### src/rtl/multdiv_issue_ctrl_pkg.sv
// Shared encodings for the multdiv issue sequencer: FSM states, op kinds,
// exception codes and the writeback payload.
package multdiv_issue_ctrl_pkg;

  localparam int unsigned XLEN  = 32;
  localparam int unsigned REG_W = 5;

  localparam logic [1:0] ST_IDLE  = 2'd0;
  localparam logic [1:0] ST_ISSUE = 2'd1;
  localparam logic [1:0] ST_BUSY  = 2'd2;
  localparam logic [1:0] ST_DONE  = 2'd3;

  typedef enum logic {
    OP_MULT = 1'b0,
    OP_DIV  = 1'b1
  } op_kind_e;

  localparam logic [REG_W-1:0] RSTATUS_REG = REG_W'(30);
  localparam logic [XLEN-1:0]  EXC_MULT    = XLEN'(4);
  localparam logic [XLEN-1:0]  EXC_DIV     = XLEN'(5);

  typedef struct packed {
    logic [REG_W-1:0] rd;
    logic [XLEN-1:0]  data;
    logic             exc;
  } wb_t;

  // Writeback that reports a failed op through $rstatus.
  function automatic wb_t exc_wb(input op_kind_e kind);
    wb_t w;
    w.rd   = RSTATUS_REG;
    w.data = (kind == OP_MULT) ? EXC_MULT : EXC_DIV;
    w.exc  = 1'b1;
    return w;
  endfunction

endpackage

### src/rtl/multdiv_issue_ctrl_md_watchdog.sv
// Saturating BUSY-cycle counter; tc_c flags the last allowed BUSY cycle.
module md_watchdog #(
  parameter int unsigned TIMEOUT = 64
) (
  input  logic clock,
  input  logic reset,
  input  logic clr,
  input  logic en,
  output logic tc_c
);

  localparam int unsigned CW = $clog2(TIMEOUT + 1);
  localparam logic [CW-1:0] LAST = CW'(TIMEOUT - 1);

  logic [CW-1:0] count;

  always_ff @(posedge clock or posedge reset) begin
    if (reset) begin
      count <= '0;
    end else if (clr) begin
      count <= '0;
    end else if (en && (count != LAST)) begin
      count <= count + CW'(1);
    end
  end

  assign tc_c = en & (count == LAST);

endmodule

### src/rtl/multdiv_issue_ctrl.sv
// Issues mult/div from execute to the shared multdiv unit, stalls the front
// end while it runs, and emits a single writeback (result or $rstatus code).
module multdiv_issue_ctrl
  import multdiv_issue_ctrl_pkg::*;
#(
  parameter int unsigned TIMEOUT = 64
) (
  input  logic             clock,
  input  logic             reset,
  input  logic             abort,
  input  logic             x_valid,
  input  logic             x_is_mult,
  input  logic             x_is_div,
  input  logic [XLEN-1:0]  x_opA,
  input  logic [XLEN-1:0]  x_opB,
  input  logic [REG_W-1:0] x_rd,
  output logic             md_ctrl_mult,
  output logic             md_ctrl_div,
  output logic [XLEN-1:0]  md_opA,
  output logic [XLEN-1:0]  md_opB,
  input  logic [XLEN-1:0]  md_result,
  input  logic             md_exception,
  input  logic             md_resultRDY,
  output logic             stall,
  output logic             wb_valid,
  output logic [REG_W-1:0] wb_rd,
  output logic [XLEN-1:0]  wb_data,
  output logic             wb_exception
);

  logic [1:0]       state, state_nxt;
  op_kind_e         op, op_nxt;
  logic [XLEN-1:0]  opa_nxt, opb_nxt;
  logic [REG_W-1:0] rd_q, rd_nxt;
  logic             armed, armed_nxt;
  wb_t              wb_q, wb_nxt;
  logic             detect;
  logic             wd_tc_c;

  assign detect = x_valid & (x_is_mult | x_is_div);

  md_watchdog #(.TIMEOUT(TIMEOUT)) u_watchdog (
    .clock (clock),
    .reset (reset),
    .clr   (state == ST_ISSUE),
    .en    (state == ST_BUSY),
    .tc_c  (wd_tc_c)
  );

  always_ff @(posedge clock or posedge reset) begin
    if (reset) begin
      state  <= ST_IDLE;
      op     <= OP_MULT;
      md_opA <= '0;
      md_opB <= '0;
      rd_q   <= '0;
      armed  <= 1'b0;
      wb_q   <= '0;
    end else begin
      state  <= state_nxt;
      op     <= op_nxt;
      md_opA <= opa_nxt;
      md_opB <= opb_nxt;
      rd_q   <= rd_nxt;
      armed  <= armed_nxt;
      wb_q   <= wb_nxt;
    end
  end

  // armed masks the unit's stale ready during the first BUSY cycle.
  always_comb begin
    state_nxt = state;
    op_nxt    = op;
    opa_nxt   = md_opA;
    opb_nxt   = md_opB;
    rd_nxt    = rd_q;
    armed_nxt = armed;
    wb_nxt    = wb_q;
    if (abort) begin
      state_nxt = ST_IDLE;
    end else begin
      case (state)
        ST_IDLE: begin
          if (detect) begin
            state_nxt = ST_ISSUE;
            op_nxt    = x_is_mult ? OP_MULT : OP_DIV;
            opa_nxt   = x_opA;
            opb_nxt   = x_opB;
            rd_nxt    = x_rd;
          end
        end
        ST_ISSUE: begin
          state_nxt = ST_BUSY;
          armed_nxt = 1'b0;
        end
        ST_BUSY: begin
          armed_nxt = 1'b1;
          if (armed && md_resultRDY) begin
            state_nxt = ST_DONE;
            if (md_exception) begin
              wb_nxt = exc_wb(op);
            end else begin
              wb_nxt.rd   = rd_q;
              wb_nxt.data = md_result;
              wb_nxt.exc  = 1'b0;
            end
          end else if (wd_tc_c) begin
            state_nxt = ST_DONE;
            wb_nxt    = exc_wb(op);
          end
        end
        ST_DONE: begin
          state_nxt = ST_IDLE;
        end
        default: begin
          state_nxt = ST_IDLE;
        end
      endcase
    end
  end

  assign md_ctrl_mult = (state == ST_ISSUE) & (op == OP_MULT);
  assign md_ctrl_div  = (state == ST_ISSUE) & (op == OP_DIV);

  // Detection-cycle stall must be combinational so X freezes immediately.
  assign stall = ~reset & (((state == ST_IDLE) & detect) |
                           (state == ST_ISSUE) | (state == ST_BUSY));

  assign wb_valid     = (state == ST_DONE) & ~abort;
  assign wb_rd        = wb_q.rd;
  assign wb_data      = wb_q.data;
  assign wb_exception = wb_q.exc;

endmodule

### config.mk
export PLATFORM = sky130hd
export DESIGN_NAME = multdiv_issue_ctrl
export DESIGN_NICKNAME = d
export VERILOG_FILES = /design/src/rtl/multdiv_issue_ctrl_pkg.sv /design/src/rtl/multdiv_issue_ctrl_md_watchdog.sv /design/src/rtl/multdiv_issue_ctrl.sv
export SDC_FILE = /design/constraint.sdc
export NUM_CORES = 1
export LEC_CHECK = 0
export BUFFER_PORTS_ARGS = -buffer_cell sky130_fd_sc_hd__buf_2
export CORE_UTILIZATION = 25
export DETAILED_ROUTE_END_ITERATION = 7
export HOLD_SLACK_MARGIN = 0.05
export PLACE_DENSITY = 0.51
export RECOVER_POWER = 100
export SLEW_MARGIN = 25
export SYNTH_ARGS = -nofsm -noshare
export SYNTH_HDL_FRONTEND = slang
export SYNTH_SLANG_ARGS = --single-unit
### constraint.sdc
create_clock -name clock -period 4.2 [get_ports clock]
set_input_delay 1.26 -clock clock [delete_from_list [all_inputs] [get_ports clock]]
set_output_delay 1.26 -clock clock [all_outputs]
set_load 0.01 [all_outputs]
==> summary.md <==
| Metric | Value |
|---|---|
| Sequential cell area | 2950 µm² |
| Worst reg-to-reg path cell count | 6 |
| Sequential group share of total power | 39.4% |
| Cell taking the most area after synthesis | dfrtp_1 |
| Crit path capture type | output port |
| Highest ir drop seen on vdd | 0.284 mV |
| Core area | 18,000 µm² |
| Antenna viol nets, final | 0 |
| Psw | 1370 µW |
| CTS clk-pin slew, worst paths | 0.06 ns |
| Req. time, crit path | 2.94 ns |
| Ys flop type | dfrtp_1 |
| Vias in the first global route | 3,391 |
| Netlist cell types | 38 |
| CP Depth | 4 |
| Top delay family on crit path | compound AO/OA/AOI/OAI gates |
| Post-CTS sizing | 0 |
| Final Max Tran Viols | 0 |
| CTS H-tree depth | 4 |
| Die H | 138 µm |
| Non-Filler Instances | 770 |
| Port bufs | 214 |
| Cells after Synth | 306 |
| GRT overflow | 0 |
| Mapped Nets | 420 |
| Tot Pwr | 4530 µW |
| Post-synth top area share | 64.1% |
| Initial antenna violation count | 0 |
| Postcts setup bufs | 0 |
| Placed insts | 738 |
| Die width | 138 µm |
| Dpl ws | 1.02 ns |
| RSZ-0062 raised after global routing | false |
| GRT Util Overall | 12.1% |
| DRT iter0 DRCs | 93 |
| Most frequent cells in the layout | dfrtp_1 (118), clkbuf_1 (110), buf_2 (106) |
| Hold EP | md_opB[12] |
| Capture point of the worst reg-to-reg path | wb_data[9] |
| Vias per cell | 4.31 |
| Post-synthesis sequential area ratio | 64.1% |
| Fillcell total | 1,872 |
| First drt pass iteration count | 5 |
| Syn avg cell area | 15.1 µm² |
| Sw frac | 30.2% |
| Vias | 3,315 |
| Buf/Inv on CP | 2 |
| Reg2reg setup slack | 1.55 ns |
| Min-delay src | md_opB[12] |
| Pint | 3160 µW |
| Min Tclk post-route | 3.17 ns |
| Nets | 642 |
| Clock root buffer | clkbuf_16 |
| Routability cong. | 0.777 |
| Layout area overhead | 40.0% |
| Pwr Density | 701 nW/µm² |
| DP Wirelength | 8080 µm |
| Die footprint | 19,000 µm² |
| Comb power frac | 23.8% |
| Wirelength, routed | 11,400 µm |
| First-pass GRT wire length | 17,200 µm |
| Slew headroom | 0.588% |
| EDFF count, synth | 0 |
| Clock Power Share | 36.9% |
| Final Hold Fails | 0 |
| Reg-to-Reg Start | state[0] |
| CP max FO | 2 |
| Yosys warnings | 0 |
| Final setup margin | 1.03 ns |
| Largest net degree at the start of global routing | 119 |
| Yosys reg bits | 118 |
| Fin Setup TNS | 0 ns |
| DRC violations left | 0 |
| Crit-path cells | buf_2 -> o211ai_1 -> a21oi_1 -> clkbuf_1 |
| Crit-path slowest cell | o211ai_1 |
| Final Hold Slack | 0.482 ns |
| WL per Instance | 14.9 µm |
| Fmax | 315 MHz |
| Max-cap violations | 0 |
| HP Class | reg -> reg |
| Final setup vio count | 0 |
| CTS sink cnt | 118 |
| Num CTS Buffers | 17 |
| Ant. Diodes | 0 |
| CP Launch Type | input pin |
| Data arrival time of the worst path | 1.91 ns |
| Worst setup path class | in -> out |
| Clk_skew | 0.00793 ns |
| Multi-input gate area in the final layout | 1550 µm² |
| FFs w/ async S/R, synth | 100% |
| Clk_lat worst skew | 0.41 ns |
| I/O pins | 215 |
| Layout cells sized above 1 | 27.2% |
| Leading cell type in the layout, fill and taps excluded | dfrtp_1 |
| Crit-path max cell delay | 0.30 ns |
| Status | finished clean |
| Starting density of the core | 25.6% |
| Worst-margin pin slew | 1.49 ns |
| Top post-synthesis cells by area | dfrtp_1 (64%), mux2_1 (18%), a22o_1 (5.9%), ha_1 (1.4%), buf_2 (1.2%) |
| P_leak | 0.00294 µW |
| Mapped Area | 4610 µm² |
| Hold Path Cell Cnt | 1 |
| CTS tree | built |
| Clock tree buffer depth | 2 |
| Hold-fix buffers at CTS | 0 |
| Row Count | 49 |
| Tcrit/Tclk final | 75.5% |
-- Yosys cell counts (2+ instances only) --
cell type	instances
nand2b_1	2
mux2_1	73
o21ai_0	2
a21oi_1	4
nand2_1	4
clkbuf_1	2
nor2b_1	3
ha_1	5
o22a_1	5
nor2_1	12
buf_2	11
a41oi_1	2
xnor2_1	2
nand4_1	2
inv_1	4
a22o_1	31
dfrtp_1	118
and2_1	2
buf_6	3
-- metal layers --
layer	share of wire, %	up-vias	track usage (%)
met5	0	-	0
met4	1.5	0	5.98
met3	7.3	15	4.34
met2	49	128	19.8
met1	42	1618	14.1
li1	-	1554	-
-- stage by stage --
step	utilization (%)	instance area, µm²
after floorplan	-	4610
after global placement	32.9	5940
after detailed placement	32.9	5940
after CTS	36.7	6610
after global routing	35.8	6450
final	35.8	6450
-- power groups by stage --
stage | clock network, µW | logic (µW) | registers [µW]
after global routing | 1770 | 1210 | 1850
after detailed placement | 0 | 1210 | 1790
after floorplan | 0 | 458 | 1950
after CTS | 1720 | 1210 | 1770
after global placement | 0 | 1190 | 1770
final | 1670 | 1080 | 1780
-- state kept, by name, summed over array words and instances, names as in the netlist --
name and count:
u_watchdog.count 7, wb_data 32, wb_rd 5, md_opB 32
op 1, md_opA 32, wb_exception 1, armed 1
state 2, rd_q 5
-- worst reg2reg max path, delay by kind of cell, from the launching register on --
| family | cells | cell delay, ns |
|---|---|---|
| AO/OA/AOI/OAI | 2 | 0.44 |
| adder cells (fa/ha/maj) | 1 | 0.35 |
| buffers and inverters | 2 | 1.17 |
| flip-flops | 1 | 0.39 |
| AND/OR/NAND/NOR | 1 | 0.25 |
-- logic make-up (layout without fill, tap and decap cells) --
group	Yosys count	after routing	share of synthesized area (%)
and+or+nand+nor	34	34	4.18
adders and majority gates	5	5	1.36
buffers and inverters	20	255	2.42
xor gates and xnor gates	3	3	0.570
AOI/OAI and AO/OA	52	52	9.34
DFF	118	118	64.1
muxes	74	74	18.1
-- layout make-up --
type | instances | area share, %
multi-input cells | 168 | 23.9
clock buffers | 17 | 6.59
inverters | 4 | 0.252
repair buffers | 219 | 15.1
well taps | 229 | 4.44
clock inverters | 15 | 3.90
flip-flops and latches | 118 | 45.8
-- how the worst max path moves through the flow --
| stage | startpoint | endpoint | slack, ns |
|---|---|---|---|
| floorplan | x_is_div | stall | 1.32 |
| global placement | x_is_div | stall | 1.03 |
| detailed placement | x_is_div | stall | 1.02 |
| CTS | x_is_div | stall | 1.01 |
| global route | x_is_div | stall | 0.98 |
| finish | x_is_div | stall | 1.03 |
(Power assumes the default switching activity.)
